## src/rtl/mitigation_scheduler.sv

```systemverilog
`default_nettype none
// +--------------------------------------------------------------------------+
// | mitigation_scheduler                                                     |
// | Arbitrates fan/valve/pump actuators under a shared concurrency budget,   |
// | enforcing a minimum on-time and a cooldown per channel.                  |
// | Rev 1.0 - initial release                                                |
// +--------------------------------------------------------------------------+
module mitigation_scheduler #(
  parameter int MIN_ON     = 8,
  parameter int COOLDOWN   = 4,
  parameter int MAX_ACTIVE = 2,
  parameter int TIMER_W    = 8
) (
  input  logic       clk,
  input  logic       reset,
  input  logic       enable,
  input  logic       crisis,
  input  logic [2:0] req,
  output logic [2:0] act,
  output logic [2:0] waiting,
  output logic [1:0] active_cnt
);

  typedef enum logic [1:0] {
    ST_IDLE = 2'd0,
    ST_ON   = 2'd1,
    ST_COOL = 2'd2
  } state_t;

  localparam logic [TIMER_W-1:0] ON_LAST      = TIMER_W'(MIN_ON - 1);
  localparam logic [TIMER_W-1:0] COOL_LAST    = TIMER_W'(COOLDOWN - 1);
  localparam logic [TIMER_W-1:0] TIMER_ONE    = TIMER_W'(1);
  localparam logic [1:0]         LIMIT_NORMAL = 2'(MAX_ACTIVE);

  state_t             state_q [3];
  state_t             state_d [3];
  logic [TIMER_W-1:0] timer_q [3];
  logic [TIMER_W-1:0] timer_d [3];

  logic [2:0] act_q, act_d;
  logic [2:0] waiting_q, waiting_d;
  logic [1:0] active_cnt_q, active_cnt_d;

  logic [2:0] leave_on;
  logic [2:0] cand;
  logic [2:0] grant;
  logic [1:0] limit;
  logic [1:0] staying;
  logic [1:0] slots;
  logic [1:0] slots_left;

  // Arbitration: slots freed by channels leaving ON are reusable this cycle.
  always_comb begin
    limit   = crisis ? 2'd3 : LIMIT_NORMAL;
    staying = 2'd0;
    for (int i = 0; i < 3; i++) begin
      leave_on[i] = (state_q[i] == ST_ON) &&
                    (!enable || (!req[i] && (timer_q[i] >= ON_LAST)));
      cand[i]     = (state_q[i] == ST_IDLE) && req[i] && enable;
      if ((state_q[i] == ST_ON) && !leave_on[i]) begin
        staying = staying + 2'd1;
      end
    end
    slots      = (limit > staying) ? (limit - staying) : 2'd0;
    slots_left = slots;
    grant      = 3'b000;
    for (int i = 2; i >= 0; i--) begin
      if (cand[i] && (slots_left != 2'd0)) begin
        grant[i]   = 1'b1;
        slots_left = slots_left - 2'd1;
      end
    end
  end

  always_comb begin
    for (int i = 0; i < 3; i++) begin
      state_d[i] = state_q[i];
      case (state_q[i])
        ST_IDLE: if (grant[i])                  state_d[i] = ST_ON;
        ST_ON:   if (leave_on[i])               state_d[i] = ST_COOL;
        ST_COOL: if (timer_q[i] == COOL_LAST)   state_d[i] = ST_IDLE;
        default:                                state_d[i] = ST_IDLE;
      endcase
      // Timer restarts on every state entry and saturates otherwise.
      if (state_d[i] != state_q[i]) begin
        timer_d[i] = '0;
      end else if (&timer_q[i]) begin
        timer_d[i] = timer_q[i];
      end else begin
        timer_d[i] = timer_q[i] + TIMER_ONE;
      end
      act_d[i] = (state_d[i] == ST_ON);
    end
    waiting_d    = cand & ~grant;
    active_cnt_d = {1'b0, act_d[0]} + {1'b0, act_d[1]} + {1'b0, act_d[2]};
  end

  always_ff @(posedge clk or posedge reset) begin
    if (reset) begin
      for (int i = 0; i < 3; i++) begin
        state_q[i] <= ST_IDLE;
        timer_q[i] <= '0;
      end
      act_q        <= 3'b000;
      waiting_q    <= 3'b000;
      active_cnt_q <= 2'd0;
    end else begin
      for (int i = 0; i < 3; i++) begin
        state_q[i] <= state_d[i];
        timer_q[i] <= timer_d[i];
      end
      act_q        <= act_d;
      waiting_q    <= waiting_d;
      active_cnt_q <= active_cnt_d;
    end
  end

  assign act        = act_q;
  assign waiting    = waiting_q;
  assign active_cnt = active_cnt_q;

endmodule
`default_nettype wire

```

## config.mk

```make
export PLATFORM = sky130hd
export DESIGN_NAME = mitigation_scheduler
export DESIGN_NICKNAME = d
export VERILOG_FILES = /design/src/rtl/mitigation_scheduler.sv
export SDC_FILE = /design/constraint.sdc
export NUM_CORES = 1
export LEC_CHECK = 0
export CAP_MARGIN = 20
export CELL_PAD_IN_SITES_DETAIL_PLACEMENT = 0
export CELL_PAD_IN_SITES_GLOBAL_PLACEMENT = 1
export CORE_MARGIN = 1
export CORE_UTILIZATION = 49
export DETAILED_ROUTE_END_ITERATION = 6
export HOLD_SLACK_MARGIN = 0.08
export PLACE_DENSITY = 0.84
export SLEW_MARGIN = 20
export SYNTH_ARGS = -nofsm -noshare
export SYNTH_HDL_FRONTEND = slang
export SYNTH_SLANG_ARGS = --single-unit
```

## constraint.sdc

```tcl
create_clock -name clk -period 14.68 [get_ports clk]
set_clock_uncertainty 0.2 [all_clocks]
set_input_delay 2.202 -clock clk [delete_from_list [all_inputs] [get_ports clk]]
set_output_delay 2.202 -clock clk [all_outputs]
set_load 0.01 [all_outputs]
```

==> impl_metrics.yaml, run 1 <==
status:
  status: "complete, no violations"
pwr:
  p_per_area_nw_per_um2: 177
  switching_share_pct: 36.1
  power_switching_w: 0.000159
  vdd_drop_max_mv: 0.0959
  combPwrFrac_pct: 39.0
  pwr-share-seq_pct: 36.0
  p_clk_share_pct: 25.0
  total_leakage_power_nw: 1.12
  internal_power_w: 0.000281
die:
  die_w_um: 68.3
  io_pins: 15
  dieArea_sq_um: 4660
  dieHeight_um: 68.3
  coreArea_sq_um: 4120
  num_rows: 23
  start_util_pct: 52.3
place:
  dpl_cell_area_sq_um: 2350
  dp_slack_ns: 6.37
  gp_congestion: 0.847
  dp_hpwl_um: 3080
  dp_cells: 286
  portBuffers: 14
clock_network:
  cts_tree: "done"
  cts_resized: 0
  cts_max_path_buffers: 2
  clk_pin_slew_ns: 0.07
  clock_sinks: 38
  cts_buffers: 5
  ctsRootBufferMaster: "clkbuf_8"
  clkLatencyLatePin_ns: 0.29
  htree_levels: 2
  ctsHoldBuffers: 0
  post_cts_buffers: 0
yosys:
  synthXorXnorAreaFrac_pct: 5.70
  synth_fa_ha_area_share_pct: 6.16
  async_flop_share_pct: 100
  synth_ff_type: "dfrtp_1"
  synth_top_family_by_area: "simple AND/OR/NAND/NOR gates"
  synth_compound_area_share_pct: 10.2
  synth-seq-area-share_pct: 44.2
  synth_edf_count: 0
  synth-simple-area-share_pct: 28.7
  netlist_area_sq_um: 2150
  synth_seq_cells: 38
  syn_area_per_cell_sq_um: 9.61
  ys_types: 48
  muxShareOfSynthArea_pct: 2.38
  yosysWarnings: 0
  synth_nets: 241
  synthesis.instances: 224
global_routing:
  first_global_vias: 1631
  track_usage_pct: 21.0
  antenna_found_initial: 0
  grt_pass1_wl_um: 7200
  grt_max_degree: 39
  overflow: 0
timing:
  setup_viol: 0
  hold_viol_final: 0
  max_freq_mhz: 124
  worstMarginPinSlew_ns: 0.693
  rsz0062_at_grt: "no"
  setup_slack_ns: 6.61
  period_needed_ns: 8.07
  slew_headroom_pct: 53.6
  report.final.slew_viol_count: 0
  post-route-period-util_pct: 55.0
  finalSetupTns_ns: 0
  fin_hold_ws_ns: 0.354
worst_setup_path:
  worst-setup-path-type: "in -> reg"
  cp-start-kind: "primary input"
  crit_required_ns: 14.64
  crit_path_end_kind: "flip-flop"
  path_max_fanout: 10
  crit_arrival_ns: 8.03
  reg2reg_depth: 23
layout:
  layout-drive-gt1-share_pct: 9.02
  fin_area_sq_um: 2490
  final_nets: 260
  area_delta_synth_final_pct: 15.8
  antenna_cells: 0
  layoutNonFillerInstCount: 294
  n_fill_cell: 354
min_path:
  whs_path_depth: 2
  hp-class: "reg -> reg"
routing:
  drc: 0
  dr.pass1.iters: 4
  vias_per_cell: 5.85
  wl_per_cell_um: 14.5
  initialDrtViolationCount: 100
  ant_nets: 0
  wirelength_um: 4260
  vias: 1720
run:
  drv_cap: 0
cells by family (layout without fill, tap and decap cells):
family,after synthesis,count (layout)
xor gates and xnor gates,14,14
and+or+nand+nor,110,110
buffers and inverters,15,35
adders and majority gates,10,10
muxes,5,5
DFF,38,38
AOI/OAI and AO/OA,32,32
sequential cells by signal, indices dropped and copies added (netlist names):
register	cells
active_cnt	2
act	3
waiting	3
state_q	6
timer_q	24
worst paths after layout:
path | start | to | slack [ns]
setup / recovery | enable | active_cnt[0] | 6.61
hold / removal | timer_q[9] | timer_q[9] | 0.35
setup reg to reg | timer_q[21] | active_cnt[0] | 8.05
hold reg to reg | timer_q[9] | timer_q[9] | 0.35
max in group asynchronous | reset | waiting[2] | 11.82
min in group asynchronous | reset | timer_q[15] | 2.12
cell type report:
class	instances	area (sq um)	area share (%)
clock buffer	6	82.6	3.31
clock inverter	2	60.1	2.41
inverter	12	45.0	1.81
multi-input combinational	171	1140	45.9
sequential	38	951	38.2
tap	50	62.6	2.51
timing repair buffer	15	148	5.93
cell usage after synthesis (2+ instances only):
master	n	area share, %
xor2_1	8	3.3
or3_1	3	0.87
a31o_2	2	0.81
o21ai_0	8	1.9
nand3_1	12	2.8
a32oi_1	2	0.81
nand4_1	7	2.0
o211ai_1	3	1.0
nand2_1	18	3.1
nor3_1	11	2.6
and3_1	6	1.7
nand2b_1	2	0.58
mux2i_1	4	1.9
buf_2	2	0.47
a21oi_1	2	0.47
ha_1	9	5.2
and4b_1	3	1.4
dfrtp_1	38	44
a31oi_1	5	1.5
inv_1	11	1.9
a211oi_1	3	1.0
xnor2_1	6	2.4
nor2_1	25	4.4
and2_1	5	1.5
nor4_1	2	0.58
and4bb_2	2	1.2
nor2b_1	4	1.2
through the flow:
step,total power [W],util (%)
global placement,0.000320,57.1
detailed placement,0.000331,57.1
CTS,0.000443,60.5
finish,0.000440,60.5
floorplan,0.000283,-
global route,0.000474,60.5
worst max-delay path, stage by stage:
cell and delay, ns:
clkdlybuf4s50_1 0.58, inv_2 0.10, nor4b_1 0.53, inv_1 0.10
ha_1 0.33, xnor2_1 0.14, ha_1 0.31, nand2_1 0.08
a311o_1 0.33, o211ai_1 0.20, or2_2 0.20, ha_1 0.16
inv_1 0.06, and2_1 0.23, inv_1 0.16, mux2_2 0.37
ha_1 0.27, nor2b_1 0.21, nand3_1 0.16, a31oi_1 0.29
nor4_4 0.11, or3_1 0.42, fa_1 0.49
power groups by stage:
stage | clock network (W) | logic, W | registers (W)
final | 0.000110 | 0.000172 | 0.000158
after global routing | 0.000117 | 0.000194 | 0.000163
after CTS | 0.000112 | 0.000172 | 0.000158
after detailed placement | 0 | 0.000171 | 0.000160
after global placement | 0 | 0.000163 | 0.000158
after floorplan | 0 | 0.000125 | 0.000158
cells in the final DEF (no fill, tap or decap), types with 3 or more instances in the layout:
| cell type | count |
|---|---|
| xor2_1 | 8 |
| nor2b_1 | 4 |
| a211oi_1 | 3 |
| nor3_1 | 11 |
| dfrtp_1 | 38 |
| inv_1 | 11 |
| clkdlybuf4s50_1 | 14 |
| and3_1 | 6 |
| and2_1 | 5 |
| o21ai_0 | 8 |
| and4b_1 | 3 |
| or3_1 | 3 |
| mux2i_1 | 4 |
| clkbuf_8 | 6 |
| xnor2_1 | 6 |
| nand3_1 | 12 |
| nor2_1 | 25 |
| a31oi_1 | 5 |
| o211ai_1 | 3 |
| ha_1 | 9 |
| nand2_1 | 18 |
| nand4_1 | 7 |
layer usage:
layer	wire length (um)	up-vias	share of wire, %	GRT usage (%)
met5	0	-	0	0
met4	78	0	1.8	7.55
met3	151	10	3.5	6.17
met2	1970	31	46	33.9
met1	2070	824	48	26.4
li1	-	855	-	-
(Power assumes the default switching activity.)
==> run 2, diff against run 1 <==
--- a/config.mk
+++ b/config.mk
@@ -9,10 +9,10 @@
 export CELL_PAD_IN_SITES_DETAIL_PLACEMENT = 0
 export CELL_PAD_IN_SITES_GLOBAL_PLACEMENT = 1
 export CORE_MARGIN = 1
-export CORE_UTILIZATION = 49
+export CORE_UTILIZATION = 45
 export DETAILED_ROUTE_END_ITERATION = 6
 export HOLD_SLACK_MARGIN = 0.08
-export PLACE_DENSITY = 0.84
+export PLACE_DENSITY = 0.78
 export SLEW_MARGIN = 20
 export SYNTH_ARGS = -nofsm -noshare
 export SYNTH_HDL_FRONTEND = slang
==> constraint.sdc (replaced) <==
create_clock -name clk -period 8 [get_ports clk]
set_clock_uncertainty 0.2 [all_clocks]
set_input_delay 1.2 -clock clk [delete_from_list [all_inputs] [get_ports clk]]
set_output_delay 1.2 -clock clk [all_outputs]
set_load 0.01 [all_outputs]
==> run 2 against run 1 <==
Against the previous run:
- the run now ends with DRC left
- largest power group unchanged
- routed wire length shrank 6.8%
- sequential share of layout area grew 0.29 points
- sequential power grew 82%
- via count fell by 3.1%
- total power rose by 75%
- first-iteration DRC count up 5.0%
- largest cell class unchanged
- critical path depth did not move
- non-clock buffer count increased by 1
- critical endpoint unchanged
==> impl_metrics.yaml, run 2 (same netlist as run 1, synthesis figures left out) <==
status:
  status: "finished with violations"
  violations: "DRC"
worst_setup_path:
  cp-start-kind: "primary input"
  crit_path_end_kind: "flip-flop"
  crit_required_ns: 8.03
  worst-setup-path-type: "in -> reg"
  path_max_fanout: 10
  crit_arrival_ns: 7.06
clock_network:
  cts_buffers: 5
  cts_max_path_buffers: 2
  clk_pin_slew_ns: 0.08
  clkLatencyLatePin_ns: 0.29
  htree_levels: 2
  ctsHoldBuffers: 0
  ctsRootBufferMaster: "clkbuf_8"
  clock_sinks: 38
  cts_tree: "done"
  cts_resized: 0
  post_cts_buffers: 0
global_routing:
  grtUsageMet1_pct: 24.2
  grt_pass1_wl_um: 7180
  grt_max_degree: 39
  overflow: 0
  grt-busiest-layer: "met2"
  first_global_vias: 1576
  antenna_found_initial: 0
  grt_util_met3_pct: 4.70
  track_usage_pct: 18.2
  use_met2_pct: 28.6
layout:
  area_delta_synth_final_pct: 14.9
  final_common_cell: "dfrtp_1"
  n_fill_cell: 396
  layout-drive-gt1-share_pct: 9.39
  largest_register_ff_count: 24
  final_cell_mix: "dfrtp_1, nor2_1, nand2_1"
  top_regs: "timer_q x24, state_q x6"
  fin_area_sq_um: 2470
  final_nets: 261
  multi_input_area_sq_um: 1140
  regArea_sq_um: 951
  antenna_cells: 0
  largest-register: "timer_q"
die:
  dieHeight_um: 71.2
  start_util_pct: 48.1
  io_pins: 15
  num_rows: 24
  coreArea_sq_um: 4470
  die_w_um: 71.2
  dieArea_sq_um: 5060
timing:
  max_freq_mhz: 142
  period_needed_ns: 7.03
  report.final.slew_viol_count: 0
  hold_viol_final: 0
  worstMarginPinSlew_ns: 0.696
  rsz0062_at_grt: "no"
  slew_headroom_pct: 53.4
  fin_hold_ws_ns: 0.349
  finalSetupTns_ns: 0
  post-route-period-util_pct: 87.9
  setup_viol: 0
routing:
  vias: 1666
  ant_nets: 0
  wirelength_um: 3970
  dr.pass1.iters: 7
  wl_per_cell_um: 13.4
  initialDrtViolationCount: 105
  vias_per_cell: 5.61
  drc: 2
pwr:
  pwr-share-seq_pct: 37.6
  combPwrFrac_pct: 41.3
  total_leakage_power_nw: 1.11
  p_per_area_nw_per_um2: 311
  p_clk_share_pct: 21.2
  finalPower_w: 0.000768
  vdd_drop_max_mv: 0.161
  switching_share_pct: 37.6
  power_switching_w: 0.000288
  internal_power_w: 0.000479
min_path:
  hp-class: "reg -> reg"
place:
  dp_hpwl_um: 2890
  portBuffers: 14
  gp_congestion: 0.782
  dpl_cell_area_sq_um: 2360
run:
  drv_cap: 0
[run 2: cell types whose count changed in the layout (fill, tap and decap cells not counted), sizes merged]
| cell | previous run | this run |
|---|---|---|
| clkinvlp | 0 | 2 |
| buf | 1 | 2 |
| bufinv | 2 | 1 |
| clkbuf | 6 | 5 |
[run 2: per-stage QoR]
step | setup slack, ns | std cells | util [%]
2_1_floorplan | 1.79 | 224 | -
3_3_place_gp | 0.758 | 289 | 52.7
3_5_place_dp | 0.710 | 289 | 52.7
4_1_cts | 0.943 | 297 | 55.3
5_1_grt | 0.474 | 297 | 55.3
6_report | 0.970 | 297 | 55.3
[run 2: cell type report]
type                    count  share of cell area (%)
clock inverters             3                    1.82
multi-input cells         171                    46.2
flip-flops and latches     38                    38.5
clock buffers               5                    2.78
inverters                  12                    1.82
repair buffers             16                    6.28
well taps                  52                    2.63
[run 2: worst max-delay path, stage by stage]
cell and delay [ns]:
clkdlybuf4s50_1 0.57, inv_2 0.09, nor4b_1 0.60, inv_1 0.11, ha_1 0.33, xnor2_1 0.13
ha_1 0.32, nand2_1 0.08, a311o_1 0.33, o211ai_1 0.19, or2_2 0.20, ha_1 0.15
inv_1 0.05, and2_1 0.22, inv_1 0.15, mux2_2 0.36, ha_1 0.27, nor2b_1 0.20
nand3_1 0.15, a31oi_1 0.30, nor4_4 0.12, or3_1 0.42, fa_1 0.54
[run 2: power groups by stage]
stage                     registers (W)  logic, W  clock network, W
after floorplan                0.000289  0.000229                 0
after global placement         0.000292  0.000317                 0
after detailed placement       0.000292  0.000318                 0
after CTS                      0.000288  0.000321          0.000169
after global routing           0.000297  0.000360          0.000178
final                          0.000288  0.000317          0.000163
[run 2: per-layer routing]
| layer | up-vias | wire, um | part of all wire (%) |
|---|---|---|---|
| met5 | - | 0 | 0 |
| met4 | 0 | 61 | 1.5 |
| met3 | 6 | 109 | 2.7 |
| met2 | 23 | 1830 | 46 |
| met1 | 779 | 1970 | 49 |
| li1 | 858 | - | - |
[run 2: worst paths after layout]
path	start	to	slack, ns	cells past startpoint
hold / removal	timer_q[1]	timer_q[1]	0.35	2
hold reg to reg	timer_q[1]	timer_q[1]	0.35	2
min in group asynchronous	reset	timer_q[14]	1.12	3
max in group asynchronous	reset	active_cnt[0]	6.16	3
setup / recovery	enable	active_cnt[0]	0.97	23
setup reg to reg	timer_q[21]	active_cnt[0]	1.46	23
==> run 3, diff against run 2 <==
--- a/config.mk
+++ b/config.mk
@@ -9,10 +9,10 @@
 export CELL_PAD_IN_SITES_DETAIL_PLACEMENT = 0
 export CELL_PAD_IN_SITES_GLOBAL_PLACEMENT = 1
 export CORE_MARGIN = 1
-export CORE_UTILIZATION = 45
+export CORE_UTILIZATION = 41
 export DETAILED_ROUTE_END_ITERATION = 6
 export HOLD_SLACK_MARGIN = 0.08
-export PLACE_DENSITY = 0.78
+export PLACE_DENSITY = 0.75
 export SLEW_MARGIN = 20
 export SYNTH_ARGS = -nofsm -noshare
 export SYNTH_HDL_FRONTEND = slang
==> constraint.sdc (replaced) <==
create_clock -name clk -period 6.1 [get_ports clk]
set_clock_uncertainty 0.2 [all_clocks]
set_input_delay 0.915 -clock clk [delete_from_list [all_inputs] [get_ports clk]]
set_output_delay 0.915 -clock clk [all_outputs]
set_load 0.01 [all_outputs]
==> run 3 against run 2 <==
Against the previous run:
- cell area up 10%
- via count up 7.7%
- the run now ends clean
- utilization down 1.6 points
- routed wire length up 13%
- sequential cell count unchanged
- combinational power up 66%
==> impl_metrics.yaml, run 3 (same netlist as run 1, synthesis figures left out) <==
clock_network:
  clock_sinks: 38
  cts_max_path_buffers: 2
  clkLatencyLatePin_ns: 0.29
  clk_pin_slew_ns: 0.08
  cts_tree: "done"
  htree_levels: 2
  ctsRootBufferMaster: "clkbuf_8"
  cts_buffers: 5
worst_setup_path:
  r2r_setup_slack_ns: 0.39
  cp-start-kind: "primary input"
  cp.depth: 23
  crit_arrival_ns: 5.88
  cp_slowest_cell: "fa_1"
  crit_buf_inv: 5
  path_max_fanout: 4
  max_stage_delay_ns: 0.54
  worstReg2RegEnd: "active_cnt[0]"
  cp_common_cell: "ha_1"
  crit_path_end_kind: "flip-flop"
  cp_top_family: "adder cells"
  crit_chain: "clkdlybuf4s50_1 -> inv_2 -> nor4b_2 -> inv_1 -> ha_1 -> xnor2_1 -> ha_1 -> nand2_1 -> a311o_1 -> o211ai_1 -> or2_2 -> ha_1 -> inv_1 -> and2_1 -> inv_1 -> mux2_2 -> ha_1 -> nor2b_4 -> a32oi_1 -> a31oi_2 -> nor4_4 -> or3_4 -> fa_1"
  worst-setup-path-type: "in -> reg"
  cp-endpoint: "active_cnt[0]"
  r2r-start: "timer_q[20]"
  reg2reg_depth: 23
  crit_required_ns: 6.13
  crit_path_start: "enable"
timing:
  max_freq_mhz: 171
  period_needed_ns: 5.85
  worstMarginPinSlew_ns: 0.621
  finalSetupTns_ns: 0
  hold_viol_final: 0
  slew_headroom_pct: 58.5
  post-route-period-util_pct: 96.0
  setup_viol: 0
  fin_hold_ws_ns: 0.354
  report.final.slew_viol_count: 0
global_routing:
  track_usage_pct: 18.2
  overflow: 0
  first_global_vias: 1739
  antenna_found_initial: 0
  grt_pass1_wl_um: 7760
  grt_max_degree: 39
layout:
  multi_input_area_sq_um: 1190
  fin_area_sq_um: 2720
  largest_register_ff_count: 24
  antenna_cells: 0
  largest-register: "timer_q"
  postLayoutCoreUtil_pct: 53.6
  final_cell_mix: "dfrtp_1, nor2_1, buf_4"
  area_delta_synth_final_pct: 26.5
  final_common_cell: "dfrtp_1"
  n_fill_cell: 495
  layout-drive-gt1-share_pct: 18.9
  layoutNonFillerInstCount: 335
  regArea_sq_um: 951
  final_nets: 281
  top_regs: "timer_q x24, state_q x6"
pwr:
  power_switching_w: 0.000420
  p_per_area_nw_per_um2: 429
  p_clk_share_pct: 22.1
  pwr-share-seq_pct: 32.8
  total_leakage_power_nw: 1.23
  vdd_drop_max_mv: 0.177
  combPwrFrac_pct: 45.1
  switching_share_pct: 36.0
  internal_power_w: 0.000748
die:
  die_w_um: 74.5
  num_rows: 26
  io_pins: 15
  dieArea_sq_um: 5540
  dieHeight_um: 74.5
  start_util_pct: 42.4
  coreArea_sq_um: 5070
place:
  dp_hpwl_um: 3260
  gp_congestion: 0.785
  dp_cells: 326
  dpl_cell_area_sq_um: 2520
  portBuffers: 14
routing:
  wirelength_um: 4470
  drc: 0
  dr.pass1.iters: 4
  wl_per_cell_um: 13.3
  ant_nets: 0
  vias: 1794
  initialDrtViolationCount: 64
  vias_per_cell: 5.36
run:
  drv_cap: 0
status:
  status: "complete, no violations"
min_path:
  hp-class: "reg -> reg"
[run 3: worst min-delay path by stage]
stage / startpoint / end / slack, ns / depth (start not counted)
after floorplan: timer_q[1] / timer_q[1] / 0.31 / 2
after global placement: timer_q[1] / timer_q[1] / 0.33 / 2
after detailed placement: timer_q[1] / timer_q[1] / 0.34 / 2
after CTS: timer_q[1] / timer_q[1] / 0.36 / 2
after global routing: timer_q[1] / timer_q[1] / 0.40 / 2
final: timer_q[1] / timer_q[1] / 0.35 / 2
[run 3: metal layers]
layer | vias up | GRT usage, % | wire length, um
met2 | 27 | 31.3 | 2190
met4 | 0 | 4.40 | 57
met3 | 6 | 4.07 | 109
met1 | 869 | 23.3 | 2120
li1 | 892 | - | -
met5 | - | 0 | 0
[run 3: final cells by class]
class	count	area share (%)
multi-input cells	171	43.9
flip-flops and latches	38	34.9
repair buffers	36	11.2
well taps	70	3.22
clock buffers	5	2.53
clock inverters	3	2.53
inverters	12	1.66
[run 3: power by group through the flow]
stage | clock, W | sequential (W) | combinational (W)
4_1_cts | 0.000265 | 0.000383 | 0.000484
3_5_place_dp | 0 | 0.000387 | 0.000482
5_1_grt | 0.000272 | 0.000395 | 0.000592
6_report | 0.000258 | 0.000383 | 0.000527
3_3_place_gp | 0 | 0.000384 | 0.000470
2_1_floorplan | 0 | 0.000380 | 0.000301
[run 3: repair_timing]
item	CTS	global route
buffers inserted	0	1
gates resized for setup	0	9
endpoints found under the setup margin	0	2
hold buffers	0	0
[run 3: metrics by stage]
| step | power (W) | worst slack (ns) |
|---|---|---|
| 2_1_floorplan | 0.000680 | 0.176 |
| 3_3_place_gp | 0.000854 | -0.0488 |
| 3_5_place_dp | 0.000869 | -0.203 |
| 4_1_cts | 0.00113 | 0.0972 |
| 5_1_grt | 0.00126 | -0.0427 |
| 6_report | 0.00117 | 0.245 |
[run 3: worst min-delay path: cells and delay by family, from the launching register on]
family / cells / cell delay (ns)
multiplexers: 1 / 0.07
AND/OR/NAND/NOR: 1 / 0.08
flip-flops: 1 / 0.37
